**src/rtl/video_timing_gen.sv**
```systemverilog
// Raster timing generator: pixel/line counters, registered active-low syncs, data-enable and active coordinates.
// Optional active-line group counter on line_grp when VTG_LINE_GROUP_EN is defined.
module video_timing_gen #(
  parameter int unsigned H_ACTIVE   = 1280,
  parameter int unsigned H_FP       = 110,
  parameter int unsigned H_SYNC     = 40,
  parameter int unsigned H_BP       = 220,
  parameter int unsigned V_ACTIVE   = 720,
  parameter int unsigned V_FP       = 5,
  parameter int unsigned V_SYNC     = 5,
  parameter int unsigned V_BP       = 20,
  parameter int unsigned LINE_GROUP = 45
) (
  input  logic        clk,
  input  logic        reset,
  input  logic        en,
  output logic        busy,
  output logic        vs,
  output logic        hs,
  output logic        de,
  output logic [11:0] x,
  output logic [11:0] y,
  output logic        frame_start
`ifdef VTG_LINE_GROUP_EN
  ,
  output logic [5:0]  line_grp
`endif
);

  localparam int unsigned H_TOTAL = H_SYNC + H_BP + H_ACTIVE + H_FP;
  localparam int unsigned V_TOTAL = V_SYNC + V_BP + V_ACTIVE + V_FP;

  // Region bounds are 13 bits wide so an end bound equal to 4096 still compares correctly.
  localparam logic [11:0] H_LAST   = 12'(H_TOTAL - 1);
  localparam logic [11:0] V_LAST   = 12'(V_TOTAL - 1);
  localparam logic [12:0] HS_END   = 13'(H_SYNC);
  localparam logic [12:0] VS_END   = 13'(V_SYNC);
  localparam logic [12:0] HA_START = 13'(H_SYNC + H_BP);
  localparam logic [12:0] HA_END   = 13'(H_SYNC + H_BP + H_ACTIVE);
  localparam logic [12:0] VA_START = 13'(V_SYNC + V_BP);
  localparam logic [12:0] VA_END   = 13'(V_SYNC + V_BP + V_ACTIVE);

  typedef enum logic [1:0] {
    IDLE     = 2'd0,
    RUN      = 2'd1,
    STOPPING = 2'd2
  } state_t;

  state_t      state, state_next;
  logic [11:0] h_cnt, v_cnt;
  logic [11:0] h_next, v_next;
  logic        frame_last;

  // State and counter registers
  always_ff @(posedge clk or posedge reset) begin
    if (reset) begin
      state <= IDLE;
      h_cnt <= '0;
      v_cnt <= '0;
    end else begin
      state <= state_next;
      h_cnt <= h_next;
      v_cnt <= v_next;
    end
  end

  assign frame_last = (h_cnt == H_LAST) && (v_cnt == V_LAST);

  // Next state and next counter values
  always_comb begin
    state_next = state;
    h_next     = h_cnt;
    v_next     = v_cnt;
    case (state)
      IDLE: begin
        h_next = '0;
        v_next = '0;
        if (en) state_next = RUN;
      end
      RUN, STOPPING: begin
        if (h_cnt == H_LAST) begin
          h_next = '0;
          v_next = (v_cnt == V_LAST) ? 12'd0 : v_cnt + 12'd1;
        end else begin
          h_next = h_cnt + 12'd1;
        end
        // A stop request only takes effect once the current frame has finished.
        if (en)              state_next = RUN;
        else if (frame_last) state_next = IDLE;
        else                 state_next = STOPPING;
      end
      default: begin
        state_next = IDLE;
        h_next     = '0;
        v_next     = '0;
      end
    endcase
  end

  logic        running;
  logic        h_act, v_act;
  logic        busy_d, vs_d, hs_d, de_d, frame_start_d;
  logic [11:0] x_d, y_d;

  // Output decode from the next-state counters so outputs move on the same edge as the counters
  always_comb begin
    running       = (state_next != IDLE);
    h_act         = ({1'b0, h_next} >= HA_START) && ({1'b0, h_next} < HA_END);
    v_act         = ({1'b0, v_next} >= VA_START) && ({1'b0, v_next} < VA_END);
    busy_d        = running;
    hs_d          = !(running && ({1'b0, h_next} < HS_END));
    vs_d          = !(running && ({1'b0, v_next} < VS_END));
    de_d          = running && h_act && v_act;
    x_d           = de_d ? (h_next - HA_START[11:0]) : 12'd0;
    y_d           = (running && v_act) ? (v_next - VA_START[11:0]) : 12'd0;
    frame_start_d = running && (h_next == 12'd0) && (v_next == 12'd0);
  end

  always_ff @(posedge clk or posedge reset) begin
    if (reset) begin
      busy        <= 1'b0;
      vs          <= 1'b1;
      hs          <= 1'b1;
      de          <= 1'b0;
      x           <= '0;
      y           <= '0;
      frame_start <= 1'b0;
    end else begin
      busy        <= busy_d;
      vs          <= vs_d;
      hs          <= hs_d;
      de          <= de_d;
      x           <= x_d;
      y           <= y_d;
      frame_start <= frame_start_d;
    end
  end

`ifdef VTG_LINE_GROUP_EN
  localparam logic [5:0] LG_MAX = 6'(LINE_GROUP);

  logic [5:0] line_grp_d;

  // Group index restarts at 1 on each frame's first active line and advances at each line start
  always_comb begin
    line_grp_d = line_grp;
    if (!running) begin
      line_grp_d = '0;
    end else if (h_next == 12'd0) begin
      if (!v_act)
        line_grp_d = '0;
      else if ({1'b0, v_next} == VA_START || line_grp >= LG_MAX)
        line_grp_d = 6'd1;
      else
        line_grp_d = line_grp + 6'd1;
    end
  end

  always_ff @(posedge clk or posedge reset) begin
    if (reset) line_grp <= '0;
    else       line_grp <= line_grp_d;
  end
`endif

endmodule

```
**config.mk**
```make
export PLATFORM = sky130hd
export DESIGN_NAME = video_timing_gen
export DESIGN_NICKNAME = d
export VERILOG_FILES = /design/src/rtl/video_timing_gen.sv
export SDC_FILE = /design/constraint.sdc
export NUM_CORES = 1
export LEC_CHECK = 0
export ABC_AREA = 1
export BUFFER_PORTS_ARGS = -buffer_cell sky130_fd_sc_hd__buf_2
export CAP_MARGIN = 40
export CORE_MARGIN = 3
export CORE_UTILIZATION = 33
export DETAILED_ROUTE_END_ITERATION = 8
export GPL_TIMING_DRIVEN = 0
export HOLD_SLACK_MARGIN = 0.1
export SLEW_MARGIN = 30
export SYNTH_ARGS = -nofsm -noshare
export SYNTH_HDL_FRONTEND = slang
export SYNTH_SLANG_ARGS = --single-unit
```
**constraint.sdc**
```tcl
create_clock -name clk -period 3.7 [get_ports clk]
set_clock_uncertainty 0.1 [all_clocks]
set_input_delay 0.74 -clock clk [delete_from_list [all_inputs] [get_ports clk]]
set_output_delay 0.74 -clock clk [all_outputs]
set_load 0.005 [all_outputs]
```
==> results of run 1 <==
metrics by stage:
step                setup slack, ns  power (mW)  cell area (sq um)
floorplan                      1.21        1.14               3420
global placement              0.791        1.28               3740
detailed placement            0.741        1.29               3770
CTS                           0.707        1.65               3860
global route                  0.477        1.74               3860
finish                        0.681        1.63               3860
worst max path at each step:
stage	from	endpoint	slack, ns	depth (start not counted)
after floorplan	h_cnt[1]$_DFF_PP0_	x[6]$_DFF_PP0_	1.21	19
after detailed placement	h_cnt[1]$_DFF_PP0_	y[0]$_DFF_PP0_	0.74	18
after CTS	h_cnt[1]$_DFF_PP0_	y[0]$_DFF_PP0_	0.71	18
after global routing	h_cnt[1]$_DFF_PP0_	y[0]$_DFF_PP0_	0.48	18
final	h_cnt[1]$_DFF_PP0_	y[0]$_DFF_PP0_	0.68	18
after global placement	h_cnt[1]$_DFF_PP0_	y[0]$_DFF_PP0_	0.79	18
layout make-up:
cell class | instances | area (sq um)
sequential | 55 | 1380
buffer | 5 | 50.0
clock buffer | 5 | 68.8
inverter | 63 | 239
tap | 133 | 166
timing repair buffer | 32 | 175
multi-input combinational | 297 | 1760
clock inverter | 3 | 28.8
fill | 1027 | 6040
cells in the final DEF (no fill, tap or decap), types with 3 or more instances in the layout:
master	count
buf_6	4
clkbuf_8	5
inv_1	53
nand2_1	87
a21oi_1	4
nand4_1	12
o21ai_0	3
nor2_1	54
nand2_2	7
ha_1	12
nor2_2	20
nor3_1	8
dfrtp_1	53
xnor2_1	3
nor2_4	9
buf_2	32
nand3_2	9
nand3_4	4
nand3_1	35
xor2_1	9
inv_2	8
power by group:
part / switching, mW / internal, mW
Sequential: 0.0278 / 0.654
Clock: 0.213 / 0.141
Combinational: 0.409 / 0.181
per-layer routing:
layer,wire length [um],global-route usage [%]
met5,0,0
met4,114,2.80
met3,270,2.04
met2,3750,24.6
met1,3350,17.5
worst reg2reg max path: cells and delay by family (launching register included):
kind	cells	cell delay [ns]
AND/OR/NAND/NOR	12	1.45
AO/OA/AOI/OAI	1	0.26
buffers and inverters	3	0.30
flip-flops	1	0.42
adder cells (fa/ha/maj)	2	0.41
registers in the layout, summed over array words and instances, names as in the netlist:
register and flops:
busy 1, de 1, frame_start 1, h_cnt 12, hs 1, state 2
v_cnt 12, vs 1, x 12, y 12
cells by family after synthesis:
family / Yosys count
AOI/OAI and AO/OA: 16
xor gates and xnor gates: 12
adders and majority gates: 12
buffers and inverters: 68
DFF: 55
and+or+nand+nor: 257
==> results.toml, run 1 <==
[timing]
max_slew.worst_pin.slew_ns = 0.436
fmaxAchievable_mhz = 331
holdWs_ns = 0.295
slew_headroom_pct = 70.8
tns_ns = 0
fin_crit_ns = 3.02
timing.final.max_slew_violations = 0
hold_viol_final = 0
rsz0062_at_grt = "false"
setup_viol = 0
period_share_pct = 81.6

[worst_setup_path]
required_ns = 3.82
cp_max_fo = 10
reg2reg_slack_ns = 0.68
crit_family = "simple AND/OR/NAND/NOR gates"
cpPeakStageDelay_ns = 0.42
worstPathArrival_ns = 3.14
critical_path_buf_inv_count = 3
slowest_stage = "dfrtp_1"
end_kind = "flip-flop"
r2r_end = "y[0]$_DFF_PP0_"
reg2reg_depth = 18
rr_startpoint = "h_cnt[1]$_DFF_PP0_"
worstSetupStartpointType = "flip-flop"
path_cells = "inv_1 > ha_1 > nand2_1 > nor2_2 > nand3_4 > nand2_8 > nor2_1 > a21oi_2 > ha_1 > inv_1 > nor2_4 > nor2_2 > nand3_1 > nand2_1 > nor2_4 > nand2_2 > buf_6 > nor2_1"
path_class = "reg -> reg"

[clock_tree]
postCtsSetupRepairBufs = 0
cts_num_sinks = 55
cts_tree = "done"
numCtsBuffers = 5
cts.repair.resized = 0
clock_latency_ns = 0.30
cts_hold_buffers = 0
cts-root-buf = "clkbuf_8"
clkTransAtPathRegs_ns = 0.11
htreeDepth = 2
cts_buffer_depth = 2

[synthesis]
synthXorXnorAreaFrac_pct = 3.07
synth_common_cells = "87 x nand2_1, 54 x inv_1, 54 x nor2_1"
synthDistinctLibCells = 39
synth_area_sq_mm = 0.00342
async_flop_share_pct = 100
synth_most_common_cell = "nand2_1"
synthMuxAreaShare_pct = 0
synth.area.top_cells = "dfrtp_1 39%, nand2_1 9.5%, inv_1 5.9%"
yosysTopAreaCellShare_pct = 38.7
synthAdderAreaFrac_pct = 4.39
syn_nets = 435
syn_avg_cell_area_sq_um = 8.15
ys_seq_area_share_pct = 40.3
synth_flop_cell = "dfrtp_1"
synth_top_family_by_area = "simple AND/OR/NAND/NOR gates"
synth_seq_cells = 55
ys_warn_count = 0
yosys.area_share.simple_pct = 40.9
syn-instance-count = 420
synth-compound-area-share_pct = 3.03
synth_edf_count = 0
synth_top_area_cell = "dfrtp_1"

[grt]
grt_pass1_wl_um = 12900
grt_max_degree = 30
antenna_found_initial = 0
grt_pass1_vias = 2721
overflow = 0
grt_usage_pct = 13.7

[drt]
vias_per_cell = 4.69
drc_errors = 0
num_vias = 2779
drtAntennaViolNets = 0
drtPass1Iterations = 4
drt_iter0_drc = 155
avgRoutedWirePerCell_um = 12.6
drt_wl_total_um = 7490

[die]
io_pins = 32
die_area_sq_mm = 0.0116
initial_utilization_pct = 34.5
die_x_um = 108
fp.dieH_um = 108
rows = 36
core_area_sq_mm = 0.00991

[cells_and_area]
post-route-util_pct = 39.0
diodes = 0
nets = 474
final_cells = 593
final_layout_size_suffix_gt1_share_pct = 25.4
area_growth_pct = 12.9

[run_status]
run_status = "finished, final reports clean"

[placement]
dpl.hpwl_um = 5990
io_buffers = 31
place_congestion = 0.870
place_inst = 585

[power_and_ir_drop]
power_density_mw_per_mm2 = 421
leakage_nw = 2.13
ir_drop_mv = 0.182

[run]
cap_violations = 0

[worst_hold_path]
hold_class = "in -> async"
No activity file was read; power rests on OpenSTA's default activity.
==> inputs of run 2 (changes only) <==
==> constraint.sdc (replaced) <==
create_clock -name clk -period 3.1 [get_ports clk]
set_clock_uncertainty 0.1 [all_clocks]
set_input_delay 0.62 -clock clk [delete_from_list [all_inputs] [get_ports clk]]
set_output_delay 0.62 -clock clk [all_outputs]
set_load 0.005 [all_outputs]
==> results.toml, run 2 (same netlist as run 1, synthesis figures left out) <==
[run_status]
run_status = "finished, final reports clean"

[clock_tree]
cts_num_sinks = 55
cts_hold_buffers = 0
cts-root-buf = "clkbuf_8"
clock_latency_ns = 0.30
cts_tree = "done"
cts_buffer_depth = 2
clkTransAtPathRegs_ns = 0.11
numCtsBuffers = 5
htreeDepth = 2

[timing]
rsz0062_at_grt = "false"
max_slew.worst_pin.slew_ns = 0.435
hold_viol_final = 0
timing.final.max_slew_violations = 0
fin_crit_ns = 2.88
slew_headroom_pct = 70.9
fmaxAchievable_mhz = 347
layout_setup_ws_ns = 0.216
tns_ns = 0
setup_viol = 0
period_share_pct = 93.0

[power_and_ir_drop]
p_total_mw = 1.96
leakage_nw = 2.17
ir_drop_mv = 0.217
power_density_mw_per_mm2 = 496

[worst_setup_path]
cpPeakStageDelay_ns = 0.40
worstPathArrival_ns = 3.03
startpoint = "state[1]$_DFF_PP0_"
end_kind = "flip-flop"
rr_startpoint = "state[1]$_DFF_PP0_"
slowest_stage = "ha_1"
reg2reg_depth = 17
reg2reg_slack_ns = 0.22
path_cells = "inv_1 > ha_1 > clkbuf_4 > inv_1 > nor2_1 > inv_1 > ha_1 > nand2_1 > nor2_2 > nand2_1 > nand2_1 > nand2_1 > nor2_1 > nor2_2 > nand3_4 > buf_6 > nor2_2"
critical_path_buf_inv_count = 5
cp.depth = 17
cp-endpoint = "x[7]$_DFF_PP0_"
r2r_end = "x[7]$_DFF_PP0_"
cp_max_fo = 10
path_class = "reg -> reg"
worstSetupStartpointType = "flip-flop"
crit_path_frequent_cell = "nand2_1"
crit_family = "simple AND/OR/NAND/NOR gates"
required_ns = 3.25

[drt]
drtPass1Iterations = 4
drc_errors = 0
drt_iter0_drc = 130
drt_wl_total_um = 7640
num_vias = 2820
vias_per_cell = 4.68
avgRoutedWirePerCell_um = 12.7
drtAntennaViolNets = 0

[placement]
io_buffers = 31
placed_cell_area_sq_mm = 0.00377
place_congestion = 0.870
place_ws_ns = 0.141
dpl.hpwl_um = 5990

[die]
die_area_sq_mm = 0.0116
fp.dieH_um = 108
die_x_um = 108
initial_utilization_pct = 34.5
io_pins = 32
rows = 36
core_area_sq_mm = 0.00991

[cells_and_area]
nets = 484
layout_common_cells = "87 x nand2_1, 53 x inv_1, 53 x nor2_1, 53 x dfrtp_1, 35 x nand3_1"
post-route-util_pct = 39.9
area_growth_pct = 15.4
diodes = 0
final_layout_size_suffix_gt1_share_pct = 27.7
final_common_cell = "nand2_1"
fillers = 1023
stdcell_area_sq_mm = 0.00395

[grt]
overflow = 0
grt_pass1_wl_um = 12900
grt_max_degree = 30
antenna_found_initial = 0
grt_pass1_vias = 2721
grt_usage_pct = 13.7

[run]
cap_violations = 0

[worst_hold_path]
hold_class = "in -> async"
==> run 2: cell count changes in the layout (fill, tap and decap cells not counted) <==
cell	before	now
buf_4	0	10
buf_2	32	31
nor2_2	20	21
clkbuf_4	0	1
nor2_1	54	53
ha_1	12	10
ha_2	0	2
==> run 2: stage by stage <==
stage          instances  hold slack (ns)
6_report             603            0.177
5_1_grt              603            0.197
4_1_cts              593            0.185
3_5_place_dp         585            0.462
3_3_place_gp         584            0.449
2_1_floorplan        420            0.384
==> run 2: metal layers <==
metal,part of all wire (%),wire [um],GRT usage (%)
met1,45,3410,17.5
met3,3.2,241,2.04
met5,0,0,0
met4,1.2,89,2.80
met2,51,3890,24.6
==> run 2: cell type report <==
cell class                      count  area, sq um  area share [%]
Sequential cell                    55         1380            34.9
Inverter                           63          239            6.05
Timing Repair Buffer               42          250            6.34
Clock inverter                      3         28.8           0.729
Clock buffer                        5         68.8            1.74
Multi-Input combinational cell    297         1770            44.7
Tap cell                          133          166            4.21
Buffer                              5         52.6            1.33
==> run 2: power by group <==
group / leakage (nW) / switching (mW) / internal, mW / total, mW
registers: 0.753 / 0.0327 / 0.780 / 0.813
clock network: 0.0502 / 0.255 / 0.168 / 0.423
logic: 1.37 / 0.493 / 0.230 / 0.723
total: 2.17 / 0.780 / 1.18 / 1.96
==> run 2: worst min path at each step <==
| stage | to | slack (ns) | cells past startpoint |
|---|---|---|---|
| 2_1_floorplan | h_cnt[0]$_DFF_PP0_ | 0.38 | 1 |
| 3_3_place_gp | h_cnt[0]$_DFF_PP0_ | 0.45 | 1 |
| 3_5_place_dp | h_cnt[0]$_DFF_PP0_ | 0.46 | 1 |
| 4_1_cts | y[11]$_DFF_PP0_ | 0.19 | 2 |
| 5_1_grt | x[1]$_DFF_PP0_ | 0.20 | 2 |
| 6_report | y[11]$_DFF_PP0_ | 0.18 | 2 |
==> run 2: timing repair <==
item                                    4_1_cts  5_1_grt
endpoints found under the setup margin        0       20
endpoints found under the hold margin         0        0
buffers inserted                              0       10
gates resized for setup                       0        4
==> run 2: worst reg2reg max path, cell delays in order (launching register included) <==
cell,delay [ns]
dfrtp_1,0.39
inv_1,0.05
ha_1,0.40
clkbuf_4,0.29
inv_1,0.10
nor2_1,0.27
inv_1,0.13
ha_1,0.22
nand2_1,0.08
nor2_2,0.06
nand2_1,0.07
nand2_1,0.08
nand2_1,0.07
nor2_1,0.04
nor2_2,0.12
nand3_4,0.10
buf_6,0.17
nor2_2,0.08
==> inputs of run 3 (changes only) <==
--- a/config.mk
+++ b/config.mk
@@ -13,6 +13,7 @@
 export DETAILED_ROUTE_END_ITERATION = 8
 export GPL_TIMING_DRIVEN = 0
 export HOLD_SLACK_MARGIN = 0.1
+export RECOVER_POWER = 100
 export SLEW_MARGIN = 30
 export SYNTH_ARGS = -nofsm -noshare
 export SYNTH_HDL_FRONTEND = slang
==> results.toml, run 3 (same netlist as run 1, synthesis figures left out) <==
[die]
fp.dieH_um = 108
die_x_um = 108
io_pins = 32
core_area_sq_mm = 0.00991
initial_utilization_pct = 34.5
rows = 36
die_area_sq_mm = 0.0116

[cells_and_area]
diodes = 0
final_common_cell = "nand2_1"
stdcell_area_sq_mm = 0.00387
final_layout_size_suffix_gt1_share_pct = 21.5
area_growth_pct = 13.1
layout_common_cells = "87 x nand2_1, 57 x nor2_1, 53 x inv_1, 53 x dfrtp_1, 37 x nand3_1"
nets = 484
post-route-util_pct = 39.1
final_cells = 603

[placement]
place_ws_ns = 0.141
place_congestion = 0.870
place_inst = 585
placed_cell_area_sq_mm = 0.00377
dpl.hpwl_um = 5990
io_buffers = 31

[run]
cap_violations = 1

[drt]
drtAntennaViolNets = 0
avgRoutedWirePerCell_um = 12.7
drtPass1Iterations = 4
drc_errors = 0
num_vias = 2812
drt_wl_total_um = 7660
drt_iter0_drc = 143
vias_per_cell = 4.66

[timing]
slew_headroom_pct = -4.62
hold_viol_final = 0
layout_setup_ws_ns = 0.178
setup_viol = 0
period_share_pct = 94.3
timing.final.max_slew_violations = 28
fin_crit_ns = 2.92
max_slew.worst_pin.slew_ns = 1.57
fmaxAchievable_mhz = 342

[power_and_ir_drop]
power_density_mw_per_mm2 = 500
ir_drop_mv = 0.213
leakage_nw = 2.07
p_total_mw = 1.93

[worst_setup_path]
required_ns = 3.23
worstPathArrival_ns = 3.05
path_class = "reg -> reg"
cp_max_fo = 10
end_kind = "flip-flop"
worstSetupStartpointType = "flip-flop"
reg2reg_slack_ns = 0.18

[run_status]
run_status = "finished with violations"
violations = "max-capacitance violations, max-slew violations"

[grt]
grt_pass1_vias = 2721
overflow = 0
grt_use_met3_pct = 2.04
met1_usage_pct = 17.5
grt_busiest_layer = "met2"
antenna_found_initial = 0
grt_pass1_wl_um = 12900
use_met2_pct = 24.6
grt_usage_pct = 13.7
grt_max_degree = 30

[clock_tree]
clkTransAtPathRegs_ns = 0.11
cts_buffer_depth = 2
htreeDepth = 2
cts_tree = "done"
numCtsBuffers = 5
cts-root-buf = "clkbuf_8"
cts_num_sinks = 55
clock_latency_ns = 0.30

[worst_hold_path]
hold_class = "in -> async"
==> run 3: cell count changes in the layout (fill, tap and decap cells not counted), sizes merged <==
cell | previous run | this run
buf | 46 | 24
clkbuf | 6 | 28
clkinvlp | 0 | 1
inv | 63 | 62
==> run 3: layout make-up <==
type,count,area [sq um]
Buffer,5,52.6
Clock buffer,5,68.8
Clock inverter,3,28.8
Fill cell,1043,6040
Inverter,63,238
Multi-Input combinational cell,297,1730
Sequential cell,55,1380
Tap cell,133,166
Timing Repair Buffer,42,208
==> run 3: worst max-delay path, cell delays in order (launching register included) <==
cell	delay (ns)
dfrtp_1	0.42
inv_1	0.06
ha_1	0.17
nand2_1	0.06
nor2_1	0.20
nand3_4	0.14
nand2_8	0.12
nor2_1	0.06
a21oi_2	0.25
ha_2	0.24
inv_1	0.07
nor2_4	0.14
nor2_2	0.07
nand3_1	0.09
nand2_1	0.08
nor2_4	0.19
nand2_2	0.09
buf_6	0.15
nor2_2	0.13
==> run 3: where the power goes <==
part | switching [mW] | internal [mW]
Clock | 0.257 | 0.168
Combinational | 0.476 | 0.220
Sequential | 0.0334 | 0.781
Total | 0.766 | 1.17
==> run 3: stage by stage <==
step / hold slack (ns) / TNS, ns
floorplan: 0.384 / 0
global placement: 0.449 / 0
detailed placement: 0.462 / 0
CTS: 0.185 / 0
global route: 0.496 / -0.0122
finish: 0.423 / 0
==> run 3: final timing paths <==
path	cells after the start	start	endpoint
min	2	reset	y[11]$_DFF_PP0_
max	18	h_cnt[1]$_DFF_PP0_	y[0]$_DFF_PP0_
max reg2reg	18	h_cnt[1]$_DFF_PP0_	y[0]$_DFF_PP0_
min reg2reg	1	h_cnt[0]$_DFF_PP0_	h_cnt[0]$_DFF_PP0_
min in group clk	1	h_cnt[0]$_DFF_PP0_	h_cnt[0]$_DFF_PP0_
max in group asynchronous	3	reset	h_cnt[10]$_DFF_PP0_
==> run 3: repair_timing <==
action / in CTS / in global routing
setup buffers: 0 / 10
setup endpoints to repair: 0 / 20
hold buffers: 0 / 0
resized for setup: 0 / 4
==> run 3: metal layers <==
layer | up-vias | wire length [um]
met1 | 1332 | 3490
met2 | 47 | 3890
li1 | 1425 | -
met4 | 0 | 91
met5 | - | 0
met3 | 8 | 193
